$ cat src/rtl/uart_telemetry_framer_pkg.sv
// Shared types and helpers for the telemetry framer: FSM states, ASCII
// framing characters and nibble-to-hex conversion.
package telemetry_pkg;

  typedef enum logic [2:0] {
    IDLE   = 3'd0,
    SOF    = 3'd1,
    SEQ_HI = 3'd2,
    SEQ_LO = 3'd3,
    SEP    = 3'd4,
    DIG    = 3'd5,
    CR     = 3'd6,
    LF     = 3'd7
  } state_e;

  localparam logic [7:0] ASCII_SOF = 8'h24;
  localparam logic [7:0] ASCII_SEP = 8'h2C;
  localparam logic [7:0] ASCII_CR  = 8'h0D;
  localparam logic [7:0] ASCII_LF  = 8'h0A;

  // Uppercase hex digit: 0-9 -> 0x30-0x39, A-F -> 0x41-0x46
  function automatic logic [7:0] nibble_to_ascii(input logic [3:0] nib);
    logic [7:0] c;
    if (nib < 4'd10) begin
      c = 8'h30 + {4'h0, nib};
    end else begin
      c = 8'h37 + {4'h0, nib};
    end
    return c;
  endfunction

endpackage

$ cat src/rtl/uart_telemetry_framer_if.sv
// Byte-stream valid/ready link from the framer to the UART transmitter.
interface uart_telemetry_framer_if;
  logic [7:0] tx_data;
  logic       tx_valid;
  logic       tx_ready;

  modport master (output tx_data, output tx_valid, input tx_ready);
  modport slave  (input tx_data, input tx_valid, output tx_ready);
endinterface

$ cat src/rtl/uart_telemetry_framer_period_timer.sv
// Free-running frame period timer: counts 0..PERIOD_CYCLES-1, flags the last
// count as tick and exposes one timer bit as the heartbeat LED.
module period_timer #(
  parameter int PERIOD_CYCLES = 12_500_000,
  parameter int HB_BIT        = 23
) (
  input  logic clk,
  input  logic rst_n,
  output logic tick,
  output logic heartbeat
);

  localparam int TW = $clog2(PERIOD_CYCLES);
  localparam logic [TW-1:0] LAST = TW'(PERIOD_CYCLES - 1);

  logic [TW-1:0] timer_r;

  assign tick      = (timer_r == LAST);
  assign heartbeat = timer_r[HB_BIT];

  // Period counter with wrap on the last count
  always_ff @(posedge clk) begin
    if (!rst_n) begin
      timer_r <= '0;
    end else if (tick) begin
      timer_r <= '0;
    end else begin
      timer_r <= timer_r + TW'(1);
    end
  end

endmodule

$ cat src/rtl/uart_telemetry_framer.sv
// Snapshots NUM_CH channels on a periodic tick or trigger and streams them to
// the UART as "$[SS,]HH..,HH..\r\n" with registered valid/ready outputs.
module uart_telemetry_framer
  import telemetry_pkg::*;
#(
  parameter int NUM_CH        = 2,
  parameter int DATA_W        = 8,
  parameter int PERIOD_CYCLES = 12_500_000,
  parameter int SEQ_EN        = 1,
  parameter int HB_BIT        = 23
) (
  input  logic                     clk,
  input  logic                     rst_n,
  input  logic [NUM_CH*DATA_W-1:0] ch_data,
  input  logic                     trig,
  uart_telemetry_framer_if.master  tx,
  output logic                     busy,
  output logic                     overrun,
  output logic                     heartbeat,
  output logic [7:0]               seq
);

  localparam int NDIG  = (DATA_W + 3) / 4;
  localparam int PAD_W = NDIG * 4;
  localparam int CH_W  = (NUM_CH > 1) ? $clog2(NUM_CH) : 1;
  localparam int NIB_W = (NDIG > 1) ? $clog2(NDIG) : 1;
  localparam logic [CH_W-1:0]  LAST_CH  = CH_W'(NUM_CH - 1);
  localparam logic [NIB_W-1:0] LAST_NIB = NIB_W'(NDIG - 1);

  state_e                     state_r, state_s;
  logic [CH_W-1:0]            ch_r, ch_s;
  logic [NIB_W-1:0]           nib_r, nib_s;
  logic [7:0]                 seq_r, seq_s;
  logic [NUM_CH*DATA_W-1:0]   snap_r;
  logic [7:0]                 tx_data_r, byte_s;
  logic                       tx_valid_r, busy_r, overrun_r;
  logic                       tick_s, req_s, adv_s, snap_load_s, overrun_s;
  logic [DATA_W-1:0]          chan_s;
  logic [PAD_W-1:0]           pad_s;
  logic [3:0]                 nib_val_s;

  period_timer #(
    .PERIOD_CYCLES (PERIOD_CYCLES),
    .HB_BIT        (HB_BIT)
  ) u_period_timer (
    .clk       (clk),
    .rst_n     (rst_n),
    .tick      (tick_s),
    .heartbeat (heartbeat)
  );

  assign req_s = tick_s | trig;
  assign adv_s = tx_valid_r & tx.tx_ready;

  // Next-state, counter and overrun logic; everything holds while stalled
  always_comb begin
    state_s     = state_r;
    ch_s        = ch_r;
    nib_s       = nib_r;
    seq_s       = seq_r;
    snap_load_s = 1'b0;
    overrun_s   = req_s && (state_r != IDLE);
    case (state_r)
      IDLE: begin
        if (req_s) begin
          state_s     = SOF;
          snap_load_s = 1'b1;
          ch_s        = '0;
          nib_s       = '0;
        end else begin
          state_s = IDLE;
        end
      end
      SOF: begin
        if (adv_s) begin
          if (SEQ_EN != 0) begin
            state_s = SEQ_HI;
          end else begin
            state_s = DIG;
          end
        end else begin
          state_s = SOF;
        end
      end
      SEQ_HI: begin
        if (adv_s) state_s = SEQ_LO;
        else       state_s = SEQ_HI;
      end
      SEQ_LO: begin
        if (adv_s) state_s = SEP;
        else       state_s = SEQ_LO;
      end
      SEP: begin
        if (adv_s) begin
          state_s = DIG;
          nib_s   = '0;
        end else begin
          state_s = SEP;
        end
      end
      DIG: begin
        if (adv_s) begin
          if (nib_r == LAST_NIB) begin
            nib_s = '0;
            if (ch_r == LAST_CH) begin
              state_s = CR;
            end else begin
              ch_s    = ch_r + CH_W'(1);
              state_s = SEP;
            end
          end else begin
            nib_s = nib_r + NIB_W'(1);
          end
        end else begin
          state_s = DIG;
        end
      end
      CR: begin
        if (adv_s) state_s = LF;
        else       state_s = CR;
      end
      LF: begin
        if (adv_s) begin
          state_s = IDLE;
          seq_s   = seq_r + 8'd1;
        end else begin
          state_s = LF;
        end
      end
      default: begin
        state_s = IDLE;
      end
    endcase
  end

  // Byte for the state being entered; the MSB nibble of each channel goes first
  always_comb begin
    chan_s    = snap_r[int'(ch_s) * DATA_W +: DATA_W];
    pad_s     = '0;
    pad_s[DATA_W-1:0] = chan_s;
    nib_val_s = pad_s[(NDIG - 1 - int'(nib_s)) * 4 +: 4];
    case (state_s)
      SOF:     byte_s = ASCII_SOF;
      SEQ_HI:  byte_s = nibble_to_ascii(seq_r[7:4]);
      SEQ_LO:  byte_s = nibble_to_ascii(seq_r[3:0]);
      SEP:     byte_s = ASCII_SEP;
      DIG:     byte_s = nibble_to_ascii(nib_val_s);
      CR:      byte_s = ASCII_CR;
      LF:      byte_s = ASCII_LF;
      default: byte_s = 8'h00;
    endcase
  end

  // State, snapshot and registered outputs
  always_ff @(posedge clk) begin
    if (!rst_n) begin
      state_r    <= IDLE;
      ch_r       <= '0;
      nib_r      <= '0;
      seq_r      <= 8'd0;
      snap_r     <= '0;
      tx_data_r  <= 8'd0;
      tx_valid_r <= 1'b0;
      busy_r     <= 1'b0;
      overrun_r  <= 1'b0;
    end else begin
      state_r    <= state_s;
      ch_r       <= ch_s;
      nib_r      <= nib_s;
      seq_r      <= seq_s;
      if (snap_load_s) begin
        snap_r <= ch_data;
      end else begin
        snap_r <= snap_r;
      end
      tx_data_r  <= byte_s;
      tx_valid_r <= (state_s != IDLE);
      busy_r     <= (state_s != IDLE);
      overrun_r  <= overrun_s;
    end
  end

  assign tx.tx_data  = tx_data_r;
  assign tx.tx_valid = tx_valid_r;
  assign busy        = busy_r;
  assign overrun     = overrun_r;
  assign seq         = seq_r;

endmodule

$ cat src/flat_wrapper.sv
// flat-port wrapper written by rule: the top's interface ports become plain ports
module uart_telemetry_framer_flat import telemetry_pkg::*;
#(
  parameter int NUM_CH        = 2,
  parameter int DATA_W        = 8,
  parameter int PERIOD_CYCLES = 12_500_000,
  parameter int SEQ_EN        = 1,
  parameter int HB_BIT        = 23
)
  (clk, rst_n, ch_data, trig, busy, overrun, heartbeat, seq, tx_tx_data, tx_tx_valid, tx_tx_ready);
  uart_telemetry_framer_if tx_i ();
  input  logic clk;
  input  logic rst_n;
  input  logic [NUM_CH*DATA_W-1:0] ch_data;
  input  logic trig;
  output logic busy;
  output logic overrun;
  output logic heartbeat;
  output logic [7:0] seq;
  output wire logic [$bits(tx_i.tx_data)-1:0] tx_tx_data;
  output wire logic [$bits(tx_i.tx_valid)-1:0] tx_tx_valid;
  input wire logic [$bits(tx_i.tx_ready)-1:0] tx_tx_ready;
  assign tx_tx_data = tx_i.tx_data;
  assign tx_tx_valid = tx_i.tx_valid;
  assign tx_i.tx_ready = tx_tx_ready;
  uart_telemetry_framer #(.NUM_CH(NUM_CH), .DATA_W(DATA_W), .PERIOD_CYCLES(PERIOD_CYCLES), .SEQ_EN(SEQ_EN), .HB_BIT(HB_BIT)) u_core (.clk(clk), .rst_n(rst_n), .ch_data(ch_data), .trig(trig), .tx(tx_i), .busy(busy), .overrun(overrun), .heartbeat(heartbeat), .seq(seq));
endmodule
$ cat config.mk
export PLATFORM = sky130hd
export DESIGN_NAME = uart_telemetry_framer_flat
export DESIGN_NICKNAME = d
export VERILOG_FILES = /design/src/rtl/uart_telemetry_framer_pkg.sv /design/src/rtl/uart_telemetry_framer_if.sv /design/src/rtl/uart_telemetry_framer_period_timer.sv /design/src/rtl/uart_telemetry_framer.sv /design/src/flat_wrapper.sv
export SDC_FILE = /design/constraint.sdc
export NUM_CORES = 1
export LEC_CHECK = 0
export ABC_AREA = 1
export BUFFER_PORTS_ARGS = -buffer_cell sky130_fd_sc_hd__buf_2
export CAP_MARGIN = 20
export CORE_ASPECT_RATIO = 0.7
export CORE_MARGIN = 4
export CORE_UTILIZATION = 50
export CTS_CLUSTER_DIAMETER = 60
export DETAILED_ROUTE_END_ITERATION = 8
export PLACE_DENSITY = 0.79
export SLEW_MARGIN = 20
export SYNTH_ARGS = -nofsm -noshare
export SYNTH_HDL_FRONTEND = slang
export SYNTH_HIERARCHICAL = 1
export SYNTH_SLANG_ARGS = --single-unit
$ cat constraint.sdc
create_clock -name clk -period 3.05 [get_ports clk]
set_input_delay 0.305 -clock clk [delete_from_list [all_inputs] [get_ports clk]]
set_output_delay 0.305 -clock clk [all_outputs]
set_load 0.005 [all_outputs]
* Yosys cells after proc, flatten, opt, wreduce, memory -nomap -nowiden
Cells that the tools add are included.
** Storage, ports and cells
- Input port bits :: 20
- Word-level logic and storage cells :: 76
- Register bits :: 63
- Output and inout port bits :: 20
** Cells by class
- Magnitude comparators :: 3
- Add/subtract/negate cells :: 11
- Shift-type cells :: 2
- Reductions and logical operators :: 6
- Equality and inequality tests :: 15
- Bitwise gates (word level) :: 3
- Mux-type cells :: 27
** Operator list (count)
- 8-bit one-hot mux with 7 select lines :: 1
- 6-bit by 4-bit adder with 7-bit output (first input constant) :: 6
- 8-bit by 32-bit variable part select with 4-bit output :: 1
- 24-bit by 1-bit adder with 24-bit output (second input constant) :: 1
- 24-bit == test (second input constant) :: 1
- 3-bit == test (second input constant) :: 8
- 8-bit two-way mux :: 3
- 3-bit one-hot mux with 8 select lines :: 1
- 16-bit by 5-bit variable part select with 8-bit output :: 1
- 1-bit two-way mux :: 14
- 3-bit by 2-bit == test with 1-bit output (second input constant) :: 4
- 4-bit < comparator (second input constant) :: 3
- 3-bit two-way mux :: 4
- 8-bit by 1-bit adder with 8-bit output (second input constant) :: 1
- 3-bit by 1-bit == test with 1-bit output (second input constant) :: 2
- 3-bit nonzero test :: 2
- 2-bit two-way mux :: 2
- 3-bit zero test :: 1
- 1-bit one-hot mux with 3 select lines :: 1
- 1-bit adder (second input constant) :: 2
- 1-bit one-hot mux with 2 select lines :: 1
- 2-bit AND reduction :: 1
- 2-bit OR reduction :: 1
- 1-bit by 1-bit subtractor with 2-bit output (first input constant) :: 1
- other kinds (4) :: 4

* Depth between registers and ports, before layout
- Depth in word-level cells :: 10
- Mapped depth :: 23
- Mapped depth without buffers :: 23

* Modules after synthesis
The synthesis kept the hierarchy.
** Modules (own cells, without submodules)
- uart_telemetry_framer :: sequential area each 760.7 µm², area each 2123.3 µm², cells each 304, times used 1
- period_timer :: sequential area each 480.5 µm², area each 1302.5 µm², cells each 195, times used 1

* Worst setup path before layout
No wires, ideal clock.
- Path kind :: flip-flop to flip-flop
- From :: register u_core.u_period_timer.timer_r[0]
- To :: register u_core.tx_data_r[4] (netlist: u_core/tx.tx_data[4])
- Arrival :: 2408 ps
- Library setup time :: 71 ps
- Path buffers :: 1
- Setup slack :: 572 ps
- Stages on the path, launching flop included :: 20
- Data required time :: 2979 ps
- Period minus slack after synthesis :: 2478 ps
- Path through :: dfxtp_1 > ha_1 > nand2_1 > inv_1 > nand2_1 > nor2_1 > nand3_2 > inv_1 > or2_2 > nand2_4 > nand2_4 > buf_6 > o211ai_1 > nand2_1 > inv_1 > ha_1 > inv_1 > a21oi_1 > o21ai_1 > a21oi_1
** On the way
- Cells in the longest elaborated chain, start to end :: 9
- Elaborated cells on any way between the ends :: 23
- Those cells by class :: add/sub (3); order compare (1); eq/ne (8); shift (2); mux (8); bitwise (1)
** RTL lines
- from (decl) :: RTL line uart_telemetry_framer_period_timer.sv:16 : logic [TW-1:0] timer_r;
- from (signal assigned) :: RTL line uart_telemetry_framer_period_timer.sv:28 : timer_r <= timer_r + TW'(1);
- 24-bit == test * :: RTL line uart_telemetry_framer_period_timer.sv:18 : assign tick = (timer_r == LAST);
- net u_core.tick_s :: RTL line uart_telemetry_framer.sv:37 : logic tick_s, req_s, adv_s, snap_load_s, overrun_s;
- 1-bit bitwise OR * :: RTL line uart_telemetry_framer.sv:52 : assign req_s = tick_s | trig;
- 1-bit two-way mux :: RTL line uart_telemetry_framer.sv:65 : if (req_s) begin
- 1-bit one-hot mux with 2 select lines or 1-bit one-hot mux with 3 select lines (tied branches) :: RTL line uart_telemetry_framer.sv:63 : case (state_r)
- 16-bit by 5-bit variable part select with 8-bit output or 1-bit by 1-bit subtractor with 2-bit output (tied branches) :: RTL line uart_telemetry_framer.sv:138, uart_telemetry_framer.sv:141
- 8-bit by 32-bit variable part select with 4-bit output :: RTL line uart_telemetry_framer.sv:141 : nib_val_s = pad_s[(NDIG - 1 - int'(nib_s)) * 4 +: 4];
- 6-bit by 4-bit adder with 7-bit output, or another cell as far along :: RTL line uart_telemetry_framer_pkg.sv:27 : c = 8'h37 + {4'h0, nib};
- 8-bit two-way mux :: RTL line uart_telemetry_framer_pkg.sv:24 : if (nib < 4'd10) begin
- 8-bit one-hot mux with 7 select lines * :: RTL line uart_telemetry_framer.sv:142 : case (state_s)
- to (signal assigned) :: RTL line uart_telemetry_framer.sv:176 : tx_data_r <= byte_s;
- to (decl) :: RTL line uart_telemetry_framer.sv:35 : logic [7:0] tx_data_r, byte_s;
Mark *: on every way through the listed nets, which the timed path passes. The rest lies on a longest branch.
A chain may end at the register's enable or synchronous reset.

* Worst setup path after layout
Ends and elaborated chain as after synthesis.

==> flow_metrics.tcl <==
set metrics [dict create \
    cts_buffer_depth 2 \
    ff2ff_setup_slack_ps 330 \
    core_sq_um 6430 \
    final_hold_viol_count 0 \
    required_ps 3290 \
    drt_iter0_drc 259 \
    cts_inserted_buffers 9 \
    syn_nets 526 \
    startpoint_type "flip-flop" \
    reg2reg_depth 18 \
    drt-wirelength-per-cell_microns 13.2 \
    pin_count 40 \
    synthAdderAreaFrac_pct 2.56 \
    grt-ovfl-total 0 \
    hold_path_class "input port to flip-flop" \
    wl_met1_mm 3.98 \
    h-tree-depth 3 \
    cts_tree "done" \
    nets 568 \
    path_class "flip-flop to flip-flop" \
    nFillCells 617 \
    fp.dieH_microns 77.3 \
    leakagePower_nw 1.63 \
    status "completed" \
    grt_pass1_wl_mm 14.1 \
    synth_top_family_by_area "simple AND/OR/NAND/NOR gates" \
    grt_pass1_vias 2991 \
    syn_area_sq_um 3430 \
    final_antenna_net_count 0 \
    whs_endpoint "u_core/snap_r[8]" \
    synthMuxAreaShare_pct 0 \
    ir_drop_mv 0.300 \
    synth.avg_cell_area_sq_um 6.87 \
    vias_per_cell 5.27 \
    top_layer_used "met4" \
    timing.rr.end "u_core/tx.tx_data[4]" \
    finClkSkew_ps 5.58 \
    vias 3354 \
    synth_xor_area_share_pct 3.07 \
    hold_depth 3 \
    hp-start "ch_data[8]" \
    setup_viol 0 \
    fin_crit_ps 2720 \
    end_kind "flip-flop" \
    clkTransAtPathRegs_ps 70 \
    async_reset_ff_share_pct 0 \
    grt_max_degree 26 \
    power.total_mw 1.77 \
    dp.final_hpwl_mm 6.28 \
    synth_edf_count 0 \
    relSlewSlack_pct 38.6 \
    seq_area_frac_synth_pct 36.2 \
    fin_setup_tns_ps 0 \
    drcViolationCount 0 \
    cts_hold_buf 0 \
    crit_fanout 14 \
    routed_wl_mm 8.38 \
    yosysUniqueCellTypes 39 \
    synth_compound_area_share_pct 13.6 \
    report.final.slew_viol_count 0 \
    cts_root_buf "clkbuf_8" \
    antenna_found_initial 0 \
    initial_core_util_pct 53.3 \
    firstDrtPassIters 5 \
    met3WireLength_microns 681 \
    clock-sinks 62 \
    gr-usage-all-layers_pct 20.9 \
    max_freq_ghz 0.368 \
    syn_inst 499 \
    final_common_cell "nand2_1" \
    worst_pin_slew_ps 918 \
    die_area_sq_um 8260 \
    drive_above_1_share_pct 17.8 \
    worstSkewPairLatency_ps 330 \
    regToRegStartpoint "u_core/u_period_timer/timer_r[0]" \
    synthSimpleGateAreaFrac_pct 35.7 \
    final_cell_mix "nand2_1, nor2_1, dfxtp_1" \
    ys_ff_latch 62 \
    synth_ff_type "dfxtp_1" \
    gp_congestion 0.925 \
    die_w_microns 107 \
    crit_arrival_ps 2960 \
    routed-wl-met2_mm 3.59 \
    ys.warnings.count 6 \
    core.rowCount 24 \
    fin_crit_sh_pct 89.1 \
    n_antenna_cell 0 \
    cap_violations 0 \
    area_delta_synth_final_pct 14.1 \
    power-per-cell-area_nw_per_um2 452 \
    portBuffers 38 \
]
-- registers in the layout (all words and copies together), names as in the netlist --
name	flops
u_core/ch_r	1
u_core/busy	1
u_core/u_period_timer/timer_r	24
u_core/snap_r	16
u_core/overrun	1
u_core/seq	8
u_core/state_r	3
u_core/nib_r	1
u_core/tx.tx_data	7
-- cell families (layout without fill, tap and decap cells) --
group | Yosys count | count (layout)
other cells | 1 | 1
fa+ha+maj | 7 | 7
xor+xnor | 12 | 12
compound gates | 84 | 84
buf+inv | 70 | 117
simple gates | 263 | 263
flops | 62 | 62
-- layout make-up --
type / count / area, sq um / share of cell area [%]
clock inverter: 6 / 67.6 / 1.73
multi-input combinational: 367 / 1900 / 48.6
clock buffer: 10 / 138 / 3.52
timing repair buffer: 44 / 235 / 6.02
tap: 91 / 114 / 2.91
inverter: 57 / 214 / 5.47
sequential: 62 / 1240 / 31.8
-- worst max-delay path, stage by stage (launching register included) --
cell	delay, ps
dfxtp_1	330
ha_1	200
nand2_1	120
inv_1	70
nand2_1	60
nor2_1	50
nand3_2	120
inv_1	70
or2_4	300
nand2_4	180
nand2_8	100
o211ai_1	190
nand2_1	90
inv_1	80
ha_1	160
inv_1	70
a21oi_2	160
o21ai_1	100
a21oi_1	160
-- what timing repair did --
item,4_1_cts,5_1_grt
setup endpoints to repair,0,3
resized for setup,0,3
setup buffers,0,4
hold endpoints to repair,0,0
-- through the flow --
stage	instances	util (%)	cell area [sq um]	hold slack, ps	setup WS [ps]
finish	637	60.8	3910	244	332
global route	637	60.8	3910	245	-5.15
CTS	633	60.1	3860	228	177
detailed placement	617	56.9	3660	446	229
global placement	617	56.9	3660	432	346
floorplan	499	-	3430	417	572
-- synthesized netlist by cell type, types with 9 or more instances --
| cell | count | area share (%) |
|---|---|---|
| nand2_1 | 104 | 11 |
| nor3_1 | 10 | 1.5 |
| nand3_1 | 41 | 6.0 |
| o21ai_0 | 23 | 3.4 |
| dfxtp_1 | 62 | 36 |
| nand2_2 | 9 | 1.6 |
| nor2_1 | 64 | 7.0 |
| a21oi_1 | 45 | 6.6 |
| inv_1 | 53 | 5.8 |
| nand4_1 | 9 | 1.6 |
-- power by group --
part	internal [mW]	switching (mW)
Sequential	0.836	0.0154
Clock	0.404	0.338
Combinational	0.0612	0.113
Total	1.30	0.466
-- worst max-delay path by stage --
stage               cells past startpoint  slack [ps]              endpoint                              from
floorplan                              19         570  u_core/tx.tx_data[4]  u_core/u_period_timer/timer_r[0]
global placement                       18         350  u_core/tx.tx_data[4]  u_core/u_period_timer/timer_r[0]
detailed placement                     18         230  u_core/tx.tx_data[4]  u_core/u_period_timer/timer_r[0]
CTS                                    18         180  u_core/tx.tx_data[4]  u_core/u_period_timer/timer_r[0]
global route                           21          -5  u_core/tx.tx_data[2]  u_core/u_period_timer/timer_r[0]
finish                                 18         330  u_core/tx.tx_data[4]  u_core/u_period_timer/timer_r[0]
-- layer usage --
layer	track usage [%]	up-vias
met2	31.8	144
met1	29.8	1491
met4	6.13	0
met5	0	-
met3	4.28	13
li1	-	1706
Power figures use the tool's default switching activity.
